`src/rtl/spad_fsm.sv`:
```
//------------------------------------------------------------------------------
// Module      : spad_fsm
// Description : Frame sequencer for the SPAD imager IC. Clears the IC memory,
//               gates a laser-synchronous photon window, then scans all 1024
//               pixel addresses and emits one 16-bit word per pixel to the
//               readout FIFO.
//               Optional build macro: SPAD_FSM_SKIP_ZERO_EN -- suppresses the
//               FIFO write for pixels whose sampled DIN is zero.
// Revision    : 1.0 - initial release
//------------------------------------------------------------------------------
`default_nettype none

module spad_fsm #(
  parameter int CLEAR_CYCLES = 4,
  parameter int READ_CYCLES  = 2,
  parameter int SYNC_STAGES  = 2
) (
  input  logic        clk,
  input  logic        rst,
  input  logic        en,
  input  logic        pll_locked,
  input  logic        spad_on_clk,
  input  logic [1:0]  window_cycles,
  input  logic [4:0]  DIN,
  output logic        PROBE_SEL,
  output logic [5:0]  ADDR,
  output logic [2:0]  PIX_SEL,
  output logic        MEM_CLEAR,
  output logic        READ_EN,
  output logic        SPAD_ON_CLK_EN,
  output logic [15:0] dout,
  output logic        req_fifowr
);

  // Shared down-counter for the CLEAR and READ hold phases.
  localparam int c_CNT_MAX = (CLEAR_CYCLES > READ_CYCLES) ? CLEAR_CYCLES : READ_CYCLES;
  localparam int c_CNT_W   = $clog2(c_CNT_MAX + 1);

  localparam logic [c_CNT_W-1:0] c_CLEAR_LAST = c_CNT_W'(CLEAR_CYCLES - 1);
  localparam logic [c_CNT_W-1:0] c_READ_LAST  = c_CNT_W'(READ_CYCLES - 1);
  localparam logic [9:0]         c_ADDR_LAST  = 10'h3FF;

  typedef enum logic [2:0] {
    S_IDLE      = 3'd0,
    S_CLEAR     = 3'd1,
    S_WAIT_LOCK = 3'd2,
    S_EXPOSE    = 3'd3,
    S_READ      = 3'd4,
    S_SCAN      = 3'd5
  } state_t;

  state_t                 r_state;
  logic [c_CNT_W-1:0]     r_cnt;
  logic [2:0]             r_win_cnt;
  logic [2:0]             r_win_tgt;
  logic [9:0]             r_addr;
  logic                   r_phase;
  logic                   r_mem_clear;
  logic                   r_read_en;
  logic                   r_spad_en;
  logic [15:0]            r_dout;
  logic                   r_req;

  logic [SYNC_STAGES-1:0] r_spad_sync;
  logic [SYNC_STAGES-1:0] r_lock_sync;
  logic                   r_spad_prev;

  logic                   w_locked;
  logic                   w_spad_rise;

  assign w_locked    = r_lock_sync[SYNC_STAGES-1];
  assign w_spad_rise = r_spad_sync[SYNC_STAGES-1] & ~r_spad_prev;

  // Bring the asynchronous lock flag and laser clock into the clk domain and
  // keep one extra stage of the laser clock for rising-edge detection.
  always_ff @(posedge clk or negedge rst) begin
    if (!rst) begin
      r_spad_sync <= '0;
      r_lock_sync <= '0;
      r_spad_prev <= 1'b0;
    end else begin
      r_spad_sync <= {r_spad_sync[SYNC_STAGES-2:0], spad_on_clk};
      r_lock_sync <= {r_lock_sync[SYNC_STAGES-2:0], pll_locked};
      r_spad_prev <= r_spad_sync[SYNC_STAGES-1];
    end
  end

  // Frame sequencer: every output is produced directly from a register here.
  always_ff @(posedge clk or negedge rst) begin
    if (!rst) begin
      r_state     <= S_IDLE;
      r_cnt       <= '0;
      r_win_cnt   <= 3'd0;
      r_win_tgt   <= 3'd0;
      r_addr      <= 10'd0;
      r_phase     <= 1'b0;
      r_mem_clear <= 1'b0;
      r_read_en   <= 1'b0;
      r_spad_en   <= 1'b0;
      r_dout      <= 16'd0;
      r_req       <= 1'b0;
    end else begin
      // The FIFO strobe is a single-cycle pulse unless re-armed below.
      r_req <= 1'b0;

      case (r_state)
        S_IDLE: begin
          if (en) begin
            r_state     <= S_CLEAR;
            r_cnt       <= '0;
            r_mem_clear <= 1'b1;
          end
        end

        S_CLEAR: begin
          if (r_cnt == c_CLEAR_LAST) begin
            r_mem_clear <= 1'b0;
            r_state     <= S_WAIT_LOCK;
          end else begin
            r_cnt <= r_cnt + 1'b1;
          end
        end

        S_WAIT_LOCK: begin
          // Leaving here on en low avoids sitting forever on a PLL that never locks.
          if (!en) begin
            r_state <= S_IDLE;
          end else if (w_locked) begin
            r_state   <= S_EXPOSE;
            r_spad_en <= 1'b1;
            r_win_cnt <= 3'd0;
            // The window length is frozen for the whole exposure; 0 encodes 4.
            r_win_tgt <= (window_cycles == 2'd0) ? 3'd4 : {1'b0, window_cycles};
          end
        end

        S_EXPOSE: begin
          if (!en) begin
            r_spad_en <= 1'b0;
            r_state   <= S_IDLE;
          end else if (!w_locked) begin
            r_spad_en <= 1'b0;
            r_state   <= S_WAIT_LOCK;
          end else if (w_spad_rise) begin
            if (r_win_cnt + 3'd1 == r_win_tgt) begin
              r_spad_en <= 1'b0;
              r_read_en <= 1'b1;
              r_cnt     <= '0;
              r_state   <= S_READ;
            end else begin
              r_win_cnt <= r_win_cnt + 3'd1;
            end
          end
        end

        S_READ: begin
          if (r_cnt == c_READ_LAST) begin
            r_read_en <= 1'b0;
            r_addr    <= 10'd0;
            r_phase   <= 1'b0;
            r_state   <= S_SCAN;
          end else begin
            r_cnt <= r_cnt + 1'b1;
          end
        end

        S_SCAN: begin
          if (!r_phase) begin
            // Address has been on the pads for one cycle; let the IC settle.
            r_phase <= 1'b1;
          end else begin
            // DIN is captured together with the address it belongs to.
            r_phase <= 1'b0;
            r_dout  <= {r_addr, 1'b0, DIN};
`ifdef SPAD_FSM_SKIP_ZERO_EN
            r_req   <= (DIN != 5'd0);
`else
            r_req   <= 1'b1;
`endif
            r_addr  <= r_addr + 10'd1;
            if (r_addr == c_ADDR_LAST) begin
              // en is only consulted at frame end; a started scan always completes.
              if (en) begin
                r_state     <= S_CLEAR;
                r_cnt       <= '0;
                r_mem_clear <= 1'b1;
              end else begin
                r_state <= S_IDLE;
              end
            end
          end
        end

        default: begin
          r_state <= S_IDLE;
        end
      endcase
    end
  end

  assign PROBE_SEL      = r_addr[9];
  assign ADDR           = r_addr[8:3];
  assign PIX_SEL        = r_addr[2:0];
  assign MEM_CLEAR      = r_mem_clear;
  assign READ_EN        = r_read_en;
  assign SPAD_ON_CLK_EN = r_spad_en;
  assign dout           = r_dout;
  assign req_fifowr     = r_req;

endmodule

`default_nettype wire

```
`config.mk`:
```
export PLATFORM = sky130hd
export DESIGN_NAME = spad_fsm
export DESIGN_NICKNAME = d
export VERILOG_FILES = /design/src/rtl/spad_fsm.sv
export SDC_FILE = /design/constraint.sdc
export NUM_CORES = 1
export LEC_CHECK = 0
export BUFFER_PORTS_ARGS = -buffer_cell sky130_fd_sc_hd__buf_2
export CORE_UTILIZATION = 45
export CTS_BUF_LIST = sky130_fd_sc_hd__clkbuf_8
export DETAILED_ROUTE_END_ITERATION = 8
export MAX_ROUTING_LAYER = met4
export PLACE_DENSITY = 0.76
export SYNTH_ARGS = -nofsm -noshare
export SYNTH_HDL_FRONTEND = slang
export SYNTH_SLANG_ARGS = --single-unit
```
`constraint.sdc`:
```
create_clock -name clk -period 6 [get_ports clk]
set_input_delay 0 -clock clk [delete_from_list [all_inputs] [get_ports clk]]
set_output_delay 0 -clock clk [all_outputs]
set_load 0.05 [all_outputs]
```
==> metrics.md <==
| Metric | Value |
|---|---|
| Outcome | finished, final reports clean |
| Synth-to-Final Area Change | 19.6% |
| PwrDens | 464 nW/um2 |
| Initial antenna violation count | 0 |
| Period utilization | roughly half |
| Slew headroom | between 30% and 40% |
| Port Buffer Count | 40 |
| # diodes | 0 |
| Max incr delay on CP | about 0.65 ns |
| Fin crit period | 3.02 ns |
| Setup WS pre-CTS | about 3.0 ns |
| Placed Cells incl. Taps | around 340 |
| Via count | approximately 1800 |
| 1st-iter DRT viols | 130 |
| Clock share of power | between 15 and 20% |
| Netlist cell types | 50 |
| Routed WL | between 4000 and 5000 um |
| Fin nets | 302 |
| Grt ovf | 0 |
| Hold bufs inserted after CTS | 10 |
| CTS H-tree lvls | 2 |
| CP delay by family, top | simple AND/OR/NAND/NOR gates |
| Antenna-violating nets left | 0 |
| Hold WC Path Type | primary input to register |
| Power Internal | about 0.71 mW |
| Synth Cell Area | ~2300 um2 |
| Crit path buffers/inverters | 1 |
| Finished layout cell area | 2730 um2 |
| Clock Skews | 0.0118 ns |
| Synth Instances | 238 |
| Sw Share | around 44% |
| Leading cell type in the layout, fill and taps excluded | nand2_1 |
| Psw | between 0.5 and 0.6 mW |
| Seq/Total Area, Yosys | 51.5% |
| Critical Path Sink Type | register |
| Latest clock arrival within the worst-skew pair | roughly 0.30 ns |
| TritonCTS clock tree | done |
| Overall routing resource usage | a little under a fifth |
| Register clock-pin slew on the reported worst setup and hold paths | roughly 0.08 ns |
| Minimum hold slack | ~0.12 ns |
| Yosys top cell by area | dfrtp_1 |
| DIE AREA | about 5400 um2 |
| #FFs+latches synth | 47 |
| Worst-case clock buffer depth | 2 |
| Max-Cap Viols | 0 |
| Num rows | 25 |
| Filler cells | 447 |
| Most frequent cells in the layout | nand2_1 (59), dfrtp_1 (47), buf_2 (40) |
| I/O pin cnt | 42 |
| Number of global-route vias before repair | around 1800 |
| Height of the chip | roughly 73 um |
| Wire length of the first global-routing pass | 7710 um |
| Initial Utilization | roughly 47% |
| Clock Sinks | 47 |
| P_leak | about 1.4 nW |
| Syn Area/Cell | ~9.6 um2 |
| Setup_tns | 0 ns |
| Worst EP arrival | between 3 and 4 ns |
| Share of cells above drive strength 1 | between 10% and 20% |
| # resized after CTS | 0 |
| Area of the multi-input gates | 1030 um2 |
| Synth Warn # | 0 |
| Post-Layout Cell Count | 352 |
| Placer Congestion | slightly above 0.9 |
| Clock Tree Root | clkbuf_8 |
| CP max-delay cell | nand2_1 |
| Synthesized net count | approximately 260 |
| Required @ worst endpoint | ~6.2 ns |
| Worst-Margin Slew | between 1 and 1.5 ns |
| CTS Buf Count | 5 |
| Wirelength per Cell | 12.7 um |
| Number of remaining DRC errors | 0 |
| F_max | 331 MHz |
| Sequential power share | a little under two fifths |
| Max VDD drop | about 220 uV |
| Synth top area share | 51.5% |
| Post-CTS Setup Bufs | 0 |
| Vias per inst | about 5.2 |
| Hold Violations, Final | 0 |
| Worst setup SP type | register |
| Worst path cell trace | and3b_1 -> nand2_1 -> inv_1 -> nor2_1 -> o21ai_0 -> o41ai_1 |
| FF/Latch Area | 1180 um2 |
| Synth area leaders | dfrtp_1 (51%), nand2_1 (9.7%), o21ai_0 (3.9%), nor2_1 (3.0%), ha_1 (2.7%) |
| Final setup vio count | 0 |
| Placement Cell Area | between 2000 and 3000 um2 |
| Pins Over Slew Limit | 0 |
| WS Path Type | register to register |
| Comb power frac | ~44% |
| CORE AREA | about 4800 um2 |
| Final setup margin | approximately 3 ns |
| Largest net degree at the start of global routing | 48 |
| Max FO, Critical Path | 27 |
| HPWL Detailed | a little over 3000 um |
| Unrepaired setup endpoints after global routing | no |
| Router iterations before antenna repair | 4 |
| Chip width | 73.3 um |
-- through the flow --
step | power, mW | utilization [%]
floorplan | 0.932 | -
global placement | 1.04 | 52.4
global route | 1.35 | 56.7
detailed placement | 1.05 | 52.4
CTS | 1.28 | 56.7
finish | 1.27 | 56.7
-- power by group through the flow --
stage	combinational, mW	sequential, mW	clock (mW)
after detailed placement	0.559	0.489	0
after global routing	0.613	0.501	0.241
final	0.560	0.483	0.225
after global placement	0.553	0.485	0
after floorplan	0.336	0.596	0
after CTS	0.564	0.482	0.232
-- sequential cells by signal (all words and copies together), names as in the netlist, 2 cells and up --
register,flops
r_win_tgt,3
dout,15
r_state,3
r_spad_sync,2
r_lock_sync,2
r_addr,10
r_win_cnt,3
r_cnt,3
-- worst register-to-register path, cell delays in order, from the launching register on --
cell and delay [ns]:
dfrtp_1 0.56, and3b_1 0.29, nand2_1 0.65, inv_1 0.58, nor2_1 0.57, o21ai_0 0.18, o41ai_1 0.08
-- cells in the mapped netlist (all sizes together) --
cell and count:
nand3 6, o21a 1, o21ai 19, or3 1, nor4 2, o31ai 4, ha 5, nand4b 1
mux2i 1, or4b 1, nor2 18, mux2 7, o41ai 3, xnor2 2, a21boi 1, buf 2
xor3 1, a221oi 1, clkinv 1, and2 2, o2111a 1, nor3b 1, dfrtp 47, o2111ai 1
nand2 59, a22o 2, a22oi 1, o32a 1, a21oi 6, and3 3, o221ai 1, o22a 1
clkbuf 8, nand4 3, and3b 3, nor4b 1, nor3 3, a31oi 3, nor2b 1, nand2b 2
inv 8, o2bb2ai 1, xor2 1, conb 1
-- kinds of logic (layout without fill, tap and decap cells) --
family                   after synthesis  after routing  share of synthesized area [%]
other                                  1              1                          0.164
multiplexers                           8              8                           3.89
adder cells (fa/ha/maj)                5              5                           2.74
XOR/XNOR                               4              4                           2.25
flip-flops                            47             47                           51.5
buffers and inverters                 19             66                           3.40
AO/OA/AOI/OAI                         47             47                           13.8
AND/OR/NAND/NOR                      107            107                           22.3
-- layer usage --
metal / routed length (um) / share of wire, % / track usage [%]
met1: 2240 / 50 / 26.1
met2: 1980 / 44 / 28.2
met3: 208 / 4.7 / 4.12
met4: 47 / 1.1 / 6.75
met5: 0 / 0 / -
-- final timing paths --
check,from,to,slack (ns),cells after the start
setup / recovery,r_state[0]$_DFFE_PN0P_,r_addr[8]$_DFFE_PN0P_,2.98,6
min in group asynchronous,rst,r_addr[9]$_DFFE_PN0P_,0.42,2
hold / removal,en,SPAD_ON_CLK_EN$_DFFE_PN0P_,0.12,3
hold reg to reg,r_lock_sync[0]$_DFF_PN0_,r_lock_sync[1]$_DFF_PN0_,0.35,0
max in group asynchronous,rst,r_addr[4]$_DFFE_PN0P_,4.95,2
setup reg to reg,r_state[0]$_DFFE_PN0P_,r_addr[8]$_DFFE_PN0P_,2.98,6
-- layout make-up --
type / instances / share of cell area [%]
Sequential cell: 47 / 43.1
Clock buffer: 5 / 2.52
Multi-Input combinational cell: 172 / 37.7
Tap cell: 67 / 3.07
Clock inverter: 2 / 1.37
Timing Repair Buffer: 50 / 11.0
Inverter: 9 / 1.24
No activity file was read; power rests on OpenSTA's default activity.
